## config.mk

```make
export PLATFORM = sky130hd
export DESIGN_NAME = fetch_pipe
export DESIGN_NICKNAME = d
export VERILOG_FILES = /design/src/rtl/fetch_pipe.sv
export SDC_FILE = /design/constraint.sdc
export NUM_CORES = 1
export LEC_CHECK = 0
export CORE_ASPECT_RATIO = 0.8
export CORE_UTILIZATION = 48
export DETAILED_ROUTE_END_ITERATION = 8
export PLACE_DENSITY_LB_ADDON = 0.12
export SKIP_LAST_GASP = 1
export SLEW_MARGIN = 10
export SYNTH_ARGS = -nofsm -noshare
export SYNTH_HDL_FRONTEND = slang
export SYNTH_SLANG_ARGS = --single-unit
```

## constraint.sdc

```tcl
create_clock -name clk -period 2 [get_ports clk]
set_input_delay 0.4 -clock clk [delete_from_list [all_inputs] [get_ports clk]]
set_output_delay 0.4 -clock clk [all_outputs]
set_load 0.005 [all_outputs]
```

## src/rtl/fetch_pipe.sv

```systemverilog
// Instruction fetch with variable-latency imem handshake, one-entry skid buffer and IF/ID register.
// Latency: a response accepted at an edge appears on instr_out after that edge; a stall holds IF/ID and parks the response in the skid buffer.
module fetch_pipe #(
  parameter int unsigned             ARQ      = 16,
  parameter int unsigned             MEM_ADDR = 13,
  parameter logic [MEM_ADDR-1:0]     RESET_PC = '0,
  parameter int unsigned             PC_STEP  = 1,
  parameter logic [ARQ-1:0]          NOP      = '0
) (
  input  logic                clk,
  input  logic                rst,
  input  logic                pc_enable,
  input  logic                stall,
  input  logic                flush,
  input  logic                branch_taken,
  input  logic [MEM_ADDR-1:0] jump_address,
  output logic [MEM_ADDR-1:0] imem_addr,
  output logic                imem_req,
  input  logic [ARQ-1:0]      imem_rdata,
  input  logic                imem_valid,
  output logic [ARQ-1:0]      instr_out,
  output logic [MEM_ADDR-1:0] pc_out,
  output logic                valid_out
);

  localparam logic [0:0] ST_REQ  = 1'b0;
  localparam logic [0:0] ST_HOLD = 1'b1;

  logic [0:0]          state_q, state_d;
  logic [MEM_ADDR-1:0] pc_q, pc_d;
  logic [ARQ-1:0]      skid_instr_q, skid_instr_d;
  logic [MEM_ADDR-1:0] skid_pc_q, skid_pc_d;
  logic [ARQ-1:0]      instr_q, instr_d;
  logic [MEM_ADDR-1:0] pc_out_q, pc_out_d;
  logic                valid_q, valid_d;
  logic                accept;
  logic [MEM_ADDR-1:0] pc_next;

  // A response only counts while a request is actually being driven.
  assign accept  = (state_q == ST_REQ) && pc_enable && imem_valid;
  assign pc_next = pc_q + MEM_ADDR'(PC_STEP);

  always_comb begin
    state_d      = state_q;
    pc_d         = pc_q;
    skid_instr_d = skid_instr_q;
    skid_pc_d    = skid_pc_q;
    instr_d      = instr_q;
    pc_out_d     = pc_out_q;
    valid_d      = valid_q;
    if (branch_taken) begin
      pc_d     = jump_address;
      instr_d  = NOP;
      pc_out_d = '0;
      valid_d  = 1'b0;
      state_d  = ST_REQ;
    end else if (flush) begin
      if (accept) pc_d = pc_next;
      instr_d  = NOP;
      pc_out_d = '0;
      valid_d  = 1'b0;
      state_d  = ST_REQ;
    end else if (state_q == ST_HOLD) begin
      if (!stall) begin
        instr_d  = skid_instr_q;
        pc_out_d = skid_pc_q;
        valid_d  = 1'b1;
        state_d  = ST_REQ;
      end
    end else if (accept) begin
      pc_d = pc_next;
      if (stall) begin
        skid_instr_d = imem_rdata;
        skid_pc_d    = pc_q;
        state_d      = ST_HOLD;
      end else begin
        instr_d  = imem_rdata;
        pc_out_d = pc_q;
        valid_d  = 1'b1;
      end
    end else if (!stall) begin
      instr_d  = NOP;
      pc_out_d = '0;
      valid_d  = 1'b0;
    end
  end

  always_ff @(posedge clk) begin
    if (!rst) begin
      state_q      <= ST_REQ;
      pc_q         <= RESET_PC;
      skid_instr_q <= NOP;
      skid_pc_q    <= '0;
      instr_q      <= NOP;
      pc_out_q     <= '0;
      valid_q      <= 1'b0;
    end else begin
      state_q      <= state_d;
      pc_q         <= pc_d;
      skid_instr_q <= skid_instr_d;
      skid_pc_q    <= skid_pc_d;
      instr_q      <= instr_d;
      pc_out_q     <= pc_out_d;
      valid_q      <= valid_d;
    end
  end

  assign imem_addr = pc_q;
  assign imem_req  = (state_q == ST_REQ) && pc_enable && rst;
  assign instr_out = instr_q;
  assign pc_out    = pc_out_q;
  assign valid_out = valid_q;

endmodule
```

Word-level counts from Yosys, hierarchy flattened

Index checks and enable logic that the tools add are counted.

Register bits: 73
Bits of input ports: 36
Output and inout bits: 44

$add $sub $neg: 1
Equality and inequality tests: 2
Multiplexer cells: 21
Bitwise logic cells: 4
Reduce and logical (&&, ||, !) cells: 5

Operators by type and width:

| kind                  | number |
|---|---|
| $mux 13               | 9 |
| $mux 16               | 5 |
| $add 13x1->13 const B | 1 |
| $mux 1                | 7 |
| $reduce_and 5->1      | 1 |
| $not 1->1             | 4 |
| $logic_and 1x1->1     | 3 |
| $ne 3x1->1 const B    | 1 |
| $ne 3x3->1 const B    | 1 |
| $reduce_or 3->1       | 1 |

Depth between registers and ports, before layout

Gate-level depths: netlist of the first run.

Depth in word-level cells: 7
Mapped depth: 8
Gate-level depth less buffers: 5

Worst setup path before layout of the first run

OpenSTA, ideal clock, no wires.

Kind: register -> register
Start point: register pc_q[0], in the netlist imem_addr[0]
End point: register pc_q[12], in the netlist imem_addr[12]
Library setup time: 133 ps
Arrival: 1351 ps
Slack: 516 ps
Cell stages (with the launch flop): 6
Path buffers: 0
Cells stage by stage: dfxtp_1 > ha_1 > nand4b_1 > nor4_1 > xnor2_1 > a21oi_1

Cells in the longest elaborated chain, start to end: 5

Ends and longest elaborated chain:

| item                     | line   | source |
|---|---|---|
| start: declaration       | 30     | `logic [MEM_ADDR-1:0] pc_q, pc_d;` |
| start signal: assignment | 99     | `pc_q <= pc_d;` |
| $add 13x1->13 *          | 41     | `assign pc_next = pc_q + MEM_ADDR'(PC_STEP);` |
| $mux 13 *                | 58, 70 |  |
| $mux 13                  | 63     | `end else if (state_q == ST_HOLD) begin` |
| $mux 13 *                | 57     | `end else if (flush) begin` |
| $mux 13 *                | 51     | `if (branch_taken) begin` |

Mark *: on every way between the ends. The rest lies on a longest branch, timed or not. The select of a mux whose other input is x is not followed.
A chain may end at the register's enable or synchronous reset.

Final worst setup path of the first run

Start point: input rst
End point: output imem_req

Cells in the longest elaborated chain, start to end: 1

Ends and longest elaborated chain:

| item               | line | source |
|---|---|---|
| start: declaration | 11   | `input logic rst,` |
| $logic_and 1x1->1  | 109  | `assign imem_req = (state_q == ST_REQ) && pc_enable && rst;` |
| end: declaration   | 18   | `output logic imem_req,` |

No other way between the ends.

==> results of run 1 <==
per-layer routing:
metal  wire length, um  vias up  track usage [%]
met5                 0        -                0
met4                65        0             6.60
met2              3380      110             37.3
met1              3510     1309             32.5
met3               589        7             6.94
li1                  -     1393                -
sequential cells by signal, summed over array words and instances (netlist names):
register	flops
pc_out	13
skid_instr_q	16
instr_out	16
skid_pc_q	13
state_q	1
valid_out	1
imem_addr	13
synth_stat cells:
master and instances:
o21ai_0 10, xnor2_1 9, dfxtp_1 73, nand3_1 4, nand3b_1 1, nand2_1 67, buf_4 3, and3b_1 2
a21oi_1 12, nand4_2 1, nor3b_1 1, ha_1 1, nand4_1 3, a21boi_0 19, and3_1 1, nor2_1 4
a221oi_1 29, o211a_1 3, clkbuf_1 19, buf_6 3, buf_2 6, a21boi_1 10, nor4_1 5, inv_1 2
nor2b_1 29, nor3_1 31, nand4b_1 1, xor2_1 3
cell type report:
| class | count | area, sq um | area share (%) |
|---|---|---|---|
| Clock buffer | 9 | 124 | 2.97 |
| Timing Repair Buffer | 93 | 915 | 22.0 |
| Inverter | 2 | 7.51 | 0.180 |
| Tap cell | 81 | 101 | 2.43 |
| Clock inverter | 7 | 93.8 | 2.25 |
| Multi-Input combinational cell | 246 | 1460 | 35.1 |
| Sequential cell | 73 | 1460 | 35.1 |
through the flow:
| step | utilization (%) | TNS (ns) |
|---|---|---|
| after floorplan | - | 0 |
| after global placement | 65.1 | 0 |
| after detailed placement | 65.1 | -0.601 |
| after CTS | 68.6 | 0 |
| after global routing | 68.6 | 0 |
| final | 68.6 | 0 |
final timing paths:
kind / startpoint / to / cells after the start
worst max-delay path: rst / imem_req / 3
worst min-delay path: skid_instr_q[4]$_SDFFE_PN0P_ / skid_instr_q[4]$_SDFFE_PN0P_ / 2
worst max register to register: imem_addr[2]$_SDFFE_PN0P_ / imem_addr[10]$_SDFFE_PN0P_ / 4
worst min register to register: skid_instr_q[4]$_SDFFE_PN0P_ / skid_instr_q[4]$_SDFFE_PN0P_ / 2
logic make-up (layout without fill, tap and decap cells):
group                      Yosys count  in the layout  share of synthesized area [%]
adders and majority gates            1              1                          0.405
AOI/OAI and AO/OA                   83             83                           19.8
xor gates and xnor gates            12             12                           3.40
buffers and inverters               33            111                           5.35
and+or+nand+nor                    150            150                           23.7
DFF                                 73             73                           47.3
worst min-delay path, delay by kind of cell (launching register included):
family	cells	cell delay, ns
compound gates	1	0.05
flops	1	0.31
simple gates	1	0.05
power groups by stage:
stage / Combinational, W / Clock (W) / Sequential (W)
after floorplan: 0.000164 / 0 / 0.00156
after global placement: 0.000349 / 0 / 0.00157
after detailed placement: 0.000352 / 0 / 0.00157
after CTS: 0.000353 / 0.00128 / 0.00153
after global routing: 0.000384 / 0.00135 / 0.00154
final: 0.000353 / 0.00125 / 0.00154
==> impl_results.md, run 1 <==
* Status: finished, final reports clean
* Synth area leader: dfxtp_1
* Syn_nets at roughly 400
* Sequential share of power at ~49%
* DR vias/cell at between 5 and 6
* Power Density at around 750 nW/um^2
* Synth area leaders: dfxtp_1 47%, a221oi_1 8.2%, nand2_1 8.1%
* R2R Setup Slk at roughly 0.46 ns
* Highest-count cells in the layout ignoring fill and taps: 77 x clkdlybuf4s50_1, 73 x dfxtp_1, 67 x nand2_1
* Starting Density at between 50% and 60%
* Post-CTS Hold Fix Bufs at 0
* CTS tree: yes
* CP required at roughly 1.6 ns
* Total Wirelength at about 7.5 mm
* Inserted Clock Buffers at 9
* GRT Total Usage at 23.9%
* Syn. warnings at 0
* Max IR drop VDD at 0.447 mV
* Critical Path Start Type: primary input
* Yosys reg bits at 73
* Post-place setup slack at -0.0555 ns
* Total chip power at between 0.003 and 0.004 W
* Crit path buf inv count at 2
* Worst-Margin Slew at approximately 0.4 ns
* Post-cts repair resize count at 1
* Rel. slew slack at 72.8%
* H-tree lvl count at 3
* Design area at ~4200 sq um
* Tightest Hold Check Type: register to register
* Sequential cell area fraction in the yosys report at between 40 and 50%
* Layout Skew at 0.00730 ns
* Die Width at between 90 and 100 um
* Post-CTS setup repair buffer count at 0
* Residual DRC at 0
* Final Cycle Share at 96.7%
* Yosys cell types at 28
* Largest net degree at the start of global routing at 44
* Area share of the leading cell type in the synthesized netlist at 47.3%
* Min Hold Slack at between 0.4 and 0.5 ns
* Fill cell count at around 500
* DIE AREA at between 6000 and 7000 sq um
* Critical path class: primary input to output pin
* Switching pwr at 0.000753 W
* DRT Pass-1 Iters at 5
* Crit path largest cell delay at roughly 0.5 ns
* Cell family with most CP delay: buffers and inverters
* CTS max path bufs at 2
* WP data arrival at roughly 1.5 ns
* Switching Fraction at a little under a quarter
* FMAX at a little over 500 MHz
* Critical-path top delay cell: clkdlybuf4s50_1
* DR iter-0 viols at about 270
* Comb power frac at about 11%
* Post-DRT Antenna Nets at 0
* Global-route wire length before repair at about 13 mm
* Commonest non-fill, non-tap cell in the layout: clkdlybuf4s50_1
* Area grow syn2layout at 34.8%
* GRT overflow at 0
* Dpl hpwl at between 5 and 6 mm
* Chip height at about 74 um
* Diodes inserted at 0
* I/O pins at 80
* Crit. End Element: output pin
* Leakage power at 1.45 nW
* Clock network power share at ~40%
* Mapped Area at 3090 sq um
* Tmin final at 1.93 ns
* Port buffer count at 79
* Final Hold Viols at 0
* MaxCap Viol Count at 0
* Row count at 25
* Crit-path cells: clkdlybuf4s50_1, and3b_1, clkdlybuf4s50_1
* Dpl cells at between 400 and 500
* GPL Wtd Cong at 0.798
* P_int at between 0.002 and 0.0025 W
* Share of cells above drive strength 1 at under 10%
* Slew Limit Fails at 0
* Worst Slack Setup Final at ~0.066 ns
* Vias at approximately 2800
* Clock sinks at 73
* Cells after synthesis at approximately 350
* Final setup fails at 0
* Worst-path maximum fanout at 2
* Core Area at 6070 sq um
* Clock-pin slew on the worst setup and hold paths at approximately 0.07 ns
* Post-layout nets at between 400 and 500
* Most common cell on crit path: clkdlybuf4s50_1
* Final std cells w/o fill at roughly 500
* Skew-Pair Late Insertion Delay at 0.35 ns
* Wire length per cell at roughly 15 um
* Placed Area at about 3900 sq um
* Initial antenna violation count at 0
* RSZ-0062 raised after global routing: no
* Root Buffer: clkbuf_8
* Vias in the first global route at approximately 2600
* Syn Area/Cell at a little under 9 sq um
(Power assumes the default switching activity.)
==> run 2: changes to the inputs <==
CORE_UTILIZATION = 44   (was 48)
clock period = 1.6 ns   (was 2 ns; I/O delays follow)
==> impl_results.md, run 2 (synthesis gave the netlist of run 1 again) <==
* Cell family with most CP delay: buffers and inverters (unchanged)
* Reg2Reg Capture Point: imem_addr[12]$_SDFFE_PN0P_ (was imem_addr[10]$_SDFFE_PN0P_)
* CTS tree: yes (unchanged)
* Inserted Clock Buffers at 9 (unchanged)
* Hold Crit Start: skid_instr_q[11]$_SDFFE_PN0P_ (was skid_instr_q[4]$_SDFFE_PN0P_)
* Worst-Margin Slew at 0.351 ns (was 0.407 ns)
* Clock-pin slew on the worst setup and hold paths at 0.07 ns (about the same)
* Dpl hpwl at 5.22 mm (was 5.02 mm)
* Chip height at 76.9 um (was 73.8 um)
* Area grow syn2layout at 38.2% (was 34.8%)
* WP data arrival at 1.24 ns (was 1.53 ns)
* Crit path buf inv count at 1 (was 2)
* Crit. End Element: output pin (unchanged)
* DR iter-0 viols at 222 (was 266)
* Placed Area at 4010 sq um (was 3950 sq um)
* Worst-path maximum fanout at 5 (was 2)
* Slew Limit Fails at 0 (unchanged)
* Initial antenna violation count at 0 (unchanged)
* Leakage power at 1.50 nW (was 1.45 nW)
* Crit-path cells: clkdlybuf4s50_1 (was clkdlybuf4s50_1, and3b_1, clkdlybuf4s50_1)
* Critical Path Start Type: register (was primary input)
* Rel. slew slack at 76.4% (was 72.8%)
* Starting Density at 47.0% (was 50.9%)
* GPL Wtd Cong at 0.826 (was 0.798)
* DIE AREA at 7360 sq um (was 6760 sq um)
* Post-CTS Hold Fix Bufs at 0 (unchanged)
* I/O pins at 80 (unchanged)
* Layout Skew at 0.0111 ns (was 0.00730 ns)
* Root Buffer: clkbuf_8 (unchanged)
* FMAX at about 640 MHz
* GRT Total Usage at 22.0% (was 23.9%)
* Design area at 4270 sq um (was 4170 sq um)
* Share of cells above drive strength 1 at 11.7% (was 7.44%)
* DR vias/cell at 5.44 (was 5.52)
* Die Width at 95.7 um (was 91.7 um)
* Post-layout nets at 469 (was 462)
* Commonest non-fill, non-tap cell in the layout: clkdlybuf4s50_1 (unchanged)
* Vias at 2829 (was 2819)
* Power Density at 915 nW/um^2 (was 755 nW/um^2)
* Final setup fails at 0 (unchanged)
* Tightest Hold Check Type: register to register (unchanged)
* Row count at 26 (was 25)
* Residual DRC at 0 (unchanged)
* Critical path class: register to output pin (was primary input to output pin)
* Highest-count cells in the layout ignoring fill and taps: 74 x clkdlybuf4s50_1, 67 x nand2_1, 61 x dfxtp_1 (was 77 x clkdlybuf4s50_1, 73 x dfxtp_1, 67 x nand2_1)
* Status: finished, final reports clean (unchanged)
* Skew-Pair Late Insertion Delay at 0.35 ns (about the same)
* Setup tns final at 0 ns (unchanged)
* R2R Setup Slk at 0.06 ns (was 0.46 ns)
* Global-route wire length before repair at 12.5 mm (about the same)
* Clock sinks at 73 (unchanged)
* Port buffer count at 79 (unchanged)
* Min Hold Slack at 0.460 ns (was 0.459 ns)
* Crit path largest cell delay at 0.51 ns (was 0.50 ns)
* Largest net degree at the start of global routing at 30 (was 44)
* Vias in the first global route at 2626 (was 2589)
* Max IR drop VDD at 0.573 mV (was 0.447 mV)
* Wire length per cell at 15.0 um (was 14.8 um)
* Diodes inserted at 0 (unchanged)
* RSZ-0062 raised after global routing: yes (was no)
* DRT Pass-1 Iters at 4 (was 5)
* CP required at 1.28 ns (was 1.60 ns)
* Core Area at 6570 sq um (was 6070 sq um)
* Critical path depth at 1 (was 3)
* RR Startpoint: imem_addr[1]$_SDFFE_PN0P_ (was imem_addr[2]$_SDFFE_PN0P_)
* Fill cell count at 567 (was 515)
* Critical-path top delay cell: clkdlybuf4s50_1 (unchanged)
* CTS max path bufs at 2 (unchanged)
* Tmin final at between 1.5 and 2 ns
* Hold Path End: skid_instr_q[11]$_SDFFE_PN0P_ (was skid_instr_q[4]$_SDFFE_PN0P_)
* GRT overflow at 0 (unchanged)
* R2R depth at 5 (was 4)
* Total Wirelength at 7.81 mm (was 7.55 mm)
* Final Hold Viols at 0 (unchanged)
* Hold path depth at 2 (unchanged)
* MaxCap Viol Count at 0 (unchanged)
* Post-DRT Antenna Nets at 0 (unchanged)
* H-tree lvl count at 3 (unchanged)
* Final Cycle Share at a little over nine tenths
-- run 2: power by group --
group	total, W	leakage, nW	switching, W	internal, W
clock network	0.00153	0.102	0.000665	0.000870
logic	0.000463	0.800	0.000200	0.000263
registers	0.00191	0.599	0.0000506	0.00186
-- run 2: stage by stage --
step	utilization, %	worst slack, ns	power (W)	instances
2_1_floorplan	-	0.116	0.00215	352
5_1_grt	65.0	-0.0505	0.00407	520
6_report	65.0	0.0391	0.00391	520
3_3_place_gp	61.0	-0.226	0.00241	504
4_1_cts	64.6	0.00196	0.00394	519
3_5_place_dp	61.0	-0.280	0.00241	504
-- run 2: layout make-up --
cell class | count | area (sq um) | share of cell area, %
multi-input cells | 246 | 1470 | 34.4
inverters | 2 | 7.51 | 0.176
well taps | 84 | 105 | 2.46
repair buffers | 100 | 980 | 22.9
clock inverters | 5 | 81.3 | 1.90
flip-flops and latches | 73 | 1500 | 35.1
clock buffers | 10 | 128 | 2.99
-- run 2: worst max-delay path by stage --
stage	from	endpoint	slack, ns
6_report	imem_addr[11]$_SDFFE_PN0P_	imem_addr[11]	0.04
5_1_grt	imem_addr[0]$_SDFFE_PN0P_	imem_addr[10]$_SDFFE_PN0P_	-0.05
2_1_floorplan	imem_addr[0]$_SDFFE_PN0P_	imem_addr[12]$_SDFFE_PN0P_	0.12
3_3_place_gp	pc_enable	imem_addr[10]$_SDFFE_PN0P_	-0.23
3_5_place_dp	pc_enable	skid_pc_q[6]$_SDFFE_PN0P_	-0.28
4_1_cts	imem_addr[9]$_SDFFE_PN0P_	imem_addr[9]	0.002
-- run 2: timing repair --
action | CTS | global route
endpoints found under the hold margin | 0 | 0
buffers inserted | 0 | 1
gates cloned | 0 | 0
endpoints found under the setup margin | 13 | 16
gates resized for setup | 21 | 7
-- run 2: per-layer routing --
layer	vias to the layer above	share of wire [%]	GRT usage [%]
li1	1401	-	-
met1	1342	47	30.8
met2	77	45	32.8
met3	9	6.8	6.75
met4	0	1.0	5.52
met5	-	0	0
==> run 3: changes to the inputs <==
PLACE_DENSITY = 0.76   (was unset)
PLACE_DENSITY_LB_ADDON = unset   (was 0.12)
==> impl_results.md, run 3 (synthesis gave the netlist of run 1 again) <==
* Status: finished, final reports clean (unchanged)
* Highest-count cells in the layout ignoring fill and taps: 72 x clkdlybuf4s50_1, 67 x nand2_1, 61 x dfxtp_1 (was 74 x clkdlybuf4s50_1, 67 x nand2_1, 61 x dfxtp_1)
* Row count at 26 (unchanged)
* Final Hold Viols at 0 (unchanged)
* Root Buffer: clkbuf_8 (unchanged)
* Post-CTS Hold Fix Bufs at 0 (unchanged)
* Worst-Margin Slew at 0.426 ns (was 0.351 ns)
* Cell family with most CP delay: buffers and inverters (unchanged)
* Port buffer count at 79 (unchanged)
* Hold path depth at 3 (was 2)
* Crit. End Element: output pin (unchanged)
* Global-route wire length before repair at 13.0 mm (was 12.5 mm)
* Met3 GRT Util at 7.34% (was 6.75%)
* Total Wirelength at 8.18 mm (was 7.81 mm)
* Clock-pin slew on the worst setup and hold paths at 0.07 ns (about the same)
* Worst-path maximum fanout at 6 (was 5)
* Area grow syn2layout at 39.6% (was 38.2%)
* Leakage power at 1.55 nW (was 1.50 nW)
* DRT Pass-1 Iters at 4 (unchanged)
* Die Width at 95.7 um (unchanged)
* GRT met1 Usage at 31.4% (was 30.8%)
* Hold Crit Start: stall (was skid_instr_q[11]$_SDFFE_PN0P_)
* Post-DRT Antenna Nets at 0 (unchanged)
* CP required at 1.28 ns (about the same)
* Largest net degree at the start of global routing at 44 (was 30)
* Crit path largest cell delay at 0.52 ns (was 0.51 ns)
* Post-route core utilization at 65.6% (was 65.0%)
* Final setup fails at 0 (unchanged)
* RR Startpoint: imem_addr[0]$_SDFFE_PN0P_ (was imem_addr[1]$_SDFFE_PN0P_)
* GRT Total Usage at 22.9% (was 22.0%)
* R2R depth at 5 (unchanged)
* Sequential share of power at 49.7% (was 48.9%)
* Clock sinks at 73 (unchanged)
* Vias at 2979 (was 2829)
* DIE AREA at 7360 sq um (unchanged)
* Commonest non-fill, non-tap cell in the layout: clkdlybuf4s50_1 (unchanged)
* M2 GR Usage at 34.1% (was 32.8%)
* Min Hold Slack at 0.450 ns (was 0.460 ns)
* WP data arrival at 1.26 ns (was 1.24 ns)
* Diodes inserted at 0 (unchanged)
* Tmin final at 1.58 ns (was 1.56 ns)
* Post-place setup slack at -0.324 ns (was -0.280 ns)
* Crit-path cells: clkdlybuf4s50_1 (unchanged)
* Rel. slew slack at 71.6% (was 76.4%)
* Clock network power share at 37.4% (was 39.3%)
* Final Cycle Share at 98.5% (was 97.6%)
* Hold Path End: pc_out[11]$_SDFFE_PP0N_ (was skid_instr_q[11]$_SDFFE_PN0P_)
* Initial antenna violation count at 0 (unchanged)
* Switching pwr at 0.000943 W (was 0.000916 W)
* Most used routing layer: met2 (unchanged)
* MaxCap Viol Count at 0 (unchanged)
* GRT overflow at 0 (unchanged)
* Critical-path top delay cell: clkdlybuf4s50_1 (unchanged)
* Chip height at 76.9 um (unchanged)
* Core Area at 6570 sq um (unchanged)
* Starting Density at 47.0% (unchanged)
* Setup tns final at 0 ns (unchanged)
* Layout Skew at 0.00865 ns (was 0.0111 ns)
* P_int at 0.00289 W (was 0.00299 W)
* Reg2Reg Capture Point: imem_addr[12]$_SDFFE_PN0P_ (unchanged)
* GPL Wtd Cong at 0.796 (was 0.826)
* FMAX at 635 MHz (was 641 MHz)
* Crit path buf inv count at 1 (unchanged)
* Dpl hpwl at 5.55 mm (was 5.22 mm)
* R2R Setup Slk at 0.08 ns (was 0.06 ns)
* Switching Fraction at 24.6% (was 23.4%)
* Tightest Hold Check Type: primary input to register (was register to register)
* H-tree lvl count at 3 (unchanged)
* DR iter-0 viols at 159 (was 222)
* Post-layout nets at 478 (was 469)
* CTS max path bufs at 2 (unchanged)
* Wire length per cell at 15.5 um (was 15.0 um)
* Vias in the first global route at 2671 (was 2626)
* Residual DRC at 0 (unchanged)
* Inserted Clock Buffers at 9 (unchanged)
* Worst Slack Setup Final at 0.0244 ns (was 0.0391 ns)
* Share of cells above drive strength 1 at 13.9% (was 11.7%)
* CTS tree: yes (unchanged)
* Comb power frac at 12.9% (was 11.8%)
* Slew Limit Fails at 0 (unchanged)
* Critical Path Start Type: register (unchanged)
* I/O pins at 80 (unchanged)
* Critical path class: register to output pin (unchanged)
* DR vias/cell at 5.63 (was 5.44)
* Max IR drop VDD at 0.468 mV (was 0.573 mV)
* Power Density at 888 nW/um^2 (was 915 nW/um^2)
* Skew-Pair Late Insertion Delay at 0.35 ns (about the same)
run 3: metrics by stage:
stage / total power, W / cells / cell area [sq um]
3_5_place_dp: 0.00242 / 509 / 4040
6_report: 0.00383 / 529 / 4310
4_1_cts: 0.00384 / 524 / 4250
3_3_place_gp: 0.00241 / 509 / 4040
5_1_grt: 0.00399 / 529 / 4310
2_1_floorplan: 0.00215 / 352 / 3090
run 3: cell type report:
type | count | area (sq um)
clock inverters | 5 | 56.3
multi-input cells | 246 | 1470
repair buffers | 109 | 1040
inverters | 2 | 7.51
flip-flops and latches | 73 | 1490
fillers | 553 | 2260
well taps | 84 | 105
clock buffers | 10 | 138
run 3: worst max path at each step:
stage	start	to	cells past startpoint
6_report	imem_addr[7]$_SDFFE_PN0P_	imem_addr[7]	1
3_3_place_gp	rst	imem_req	3
3_5_place_dp	rst	pc_out[8]$_SDFFE_PP0N_	5
2_1_floorplan	imem_addr[0]$_SDFFE_PN0P_	imem_addr[12]$_SDFFE_PN0P_	5
4_1_cts	imem_addr[10]$_SDFFE_PN0P_	imem_addr[10]	1
5_1_grt	imem_valid	imem_addr[9]$_SDFFE_PN0P_	5
run 3: power groups by stage:
stage / logic [W] / clock network [W] / registers [W]
floorplan: 0.000205 / 0 / 0.00195
global placement: 0.000466 / 0 / 0.00195
detailed placement: 0.000471 / 0 / 0.00195
CTS: 0.000472 / 0.00145 / 0.00191
global route: 0.000539 / 0.00154 / 0.00191
finish: 0.000495 / 0.00143 / 0.00190
run 3: repair_timing:
item                                    CTS  global route
cloned                                    0             0
pin swaps                                 0             1
setup buffers                             0             5
endpoints found under the setup margin   11            37
resized for setup                        22             8
run 3: per-layer routing:
metal	share of wire [%]	vias to the layer above
met5	0	-
met2	47	119
li1	-	1424
met4	1.2	0
met1	44	1426
met3	7.9	10
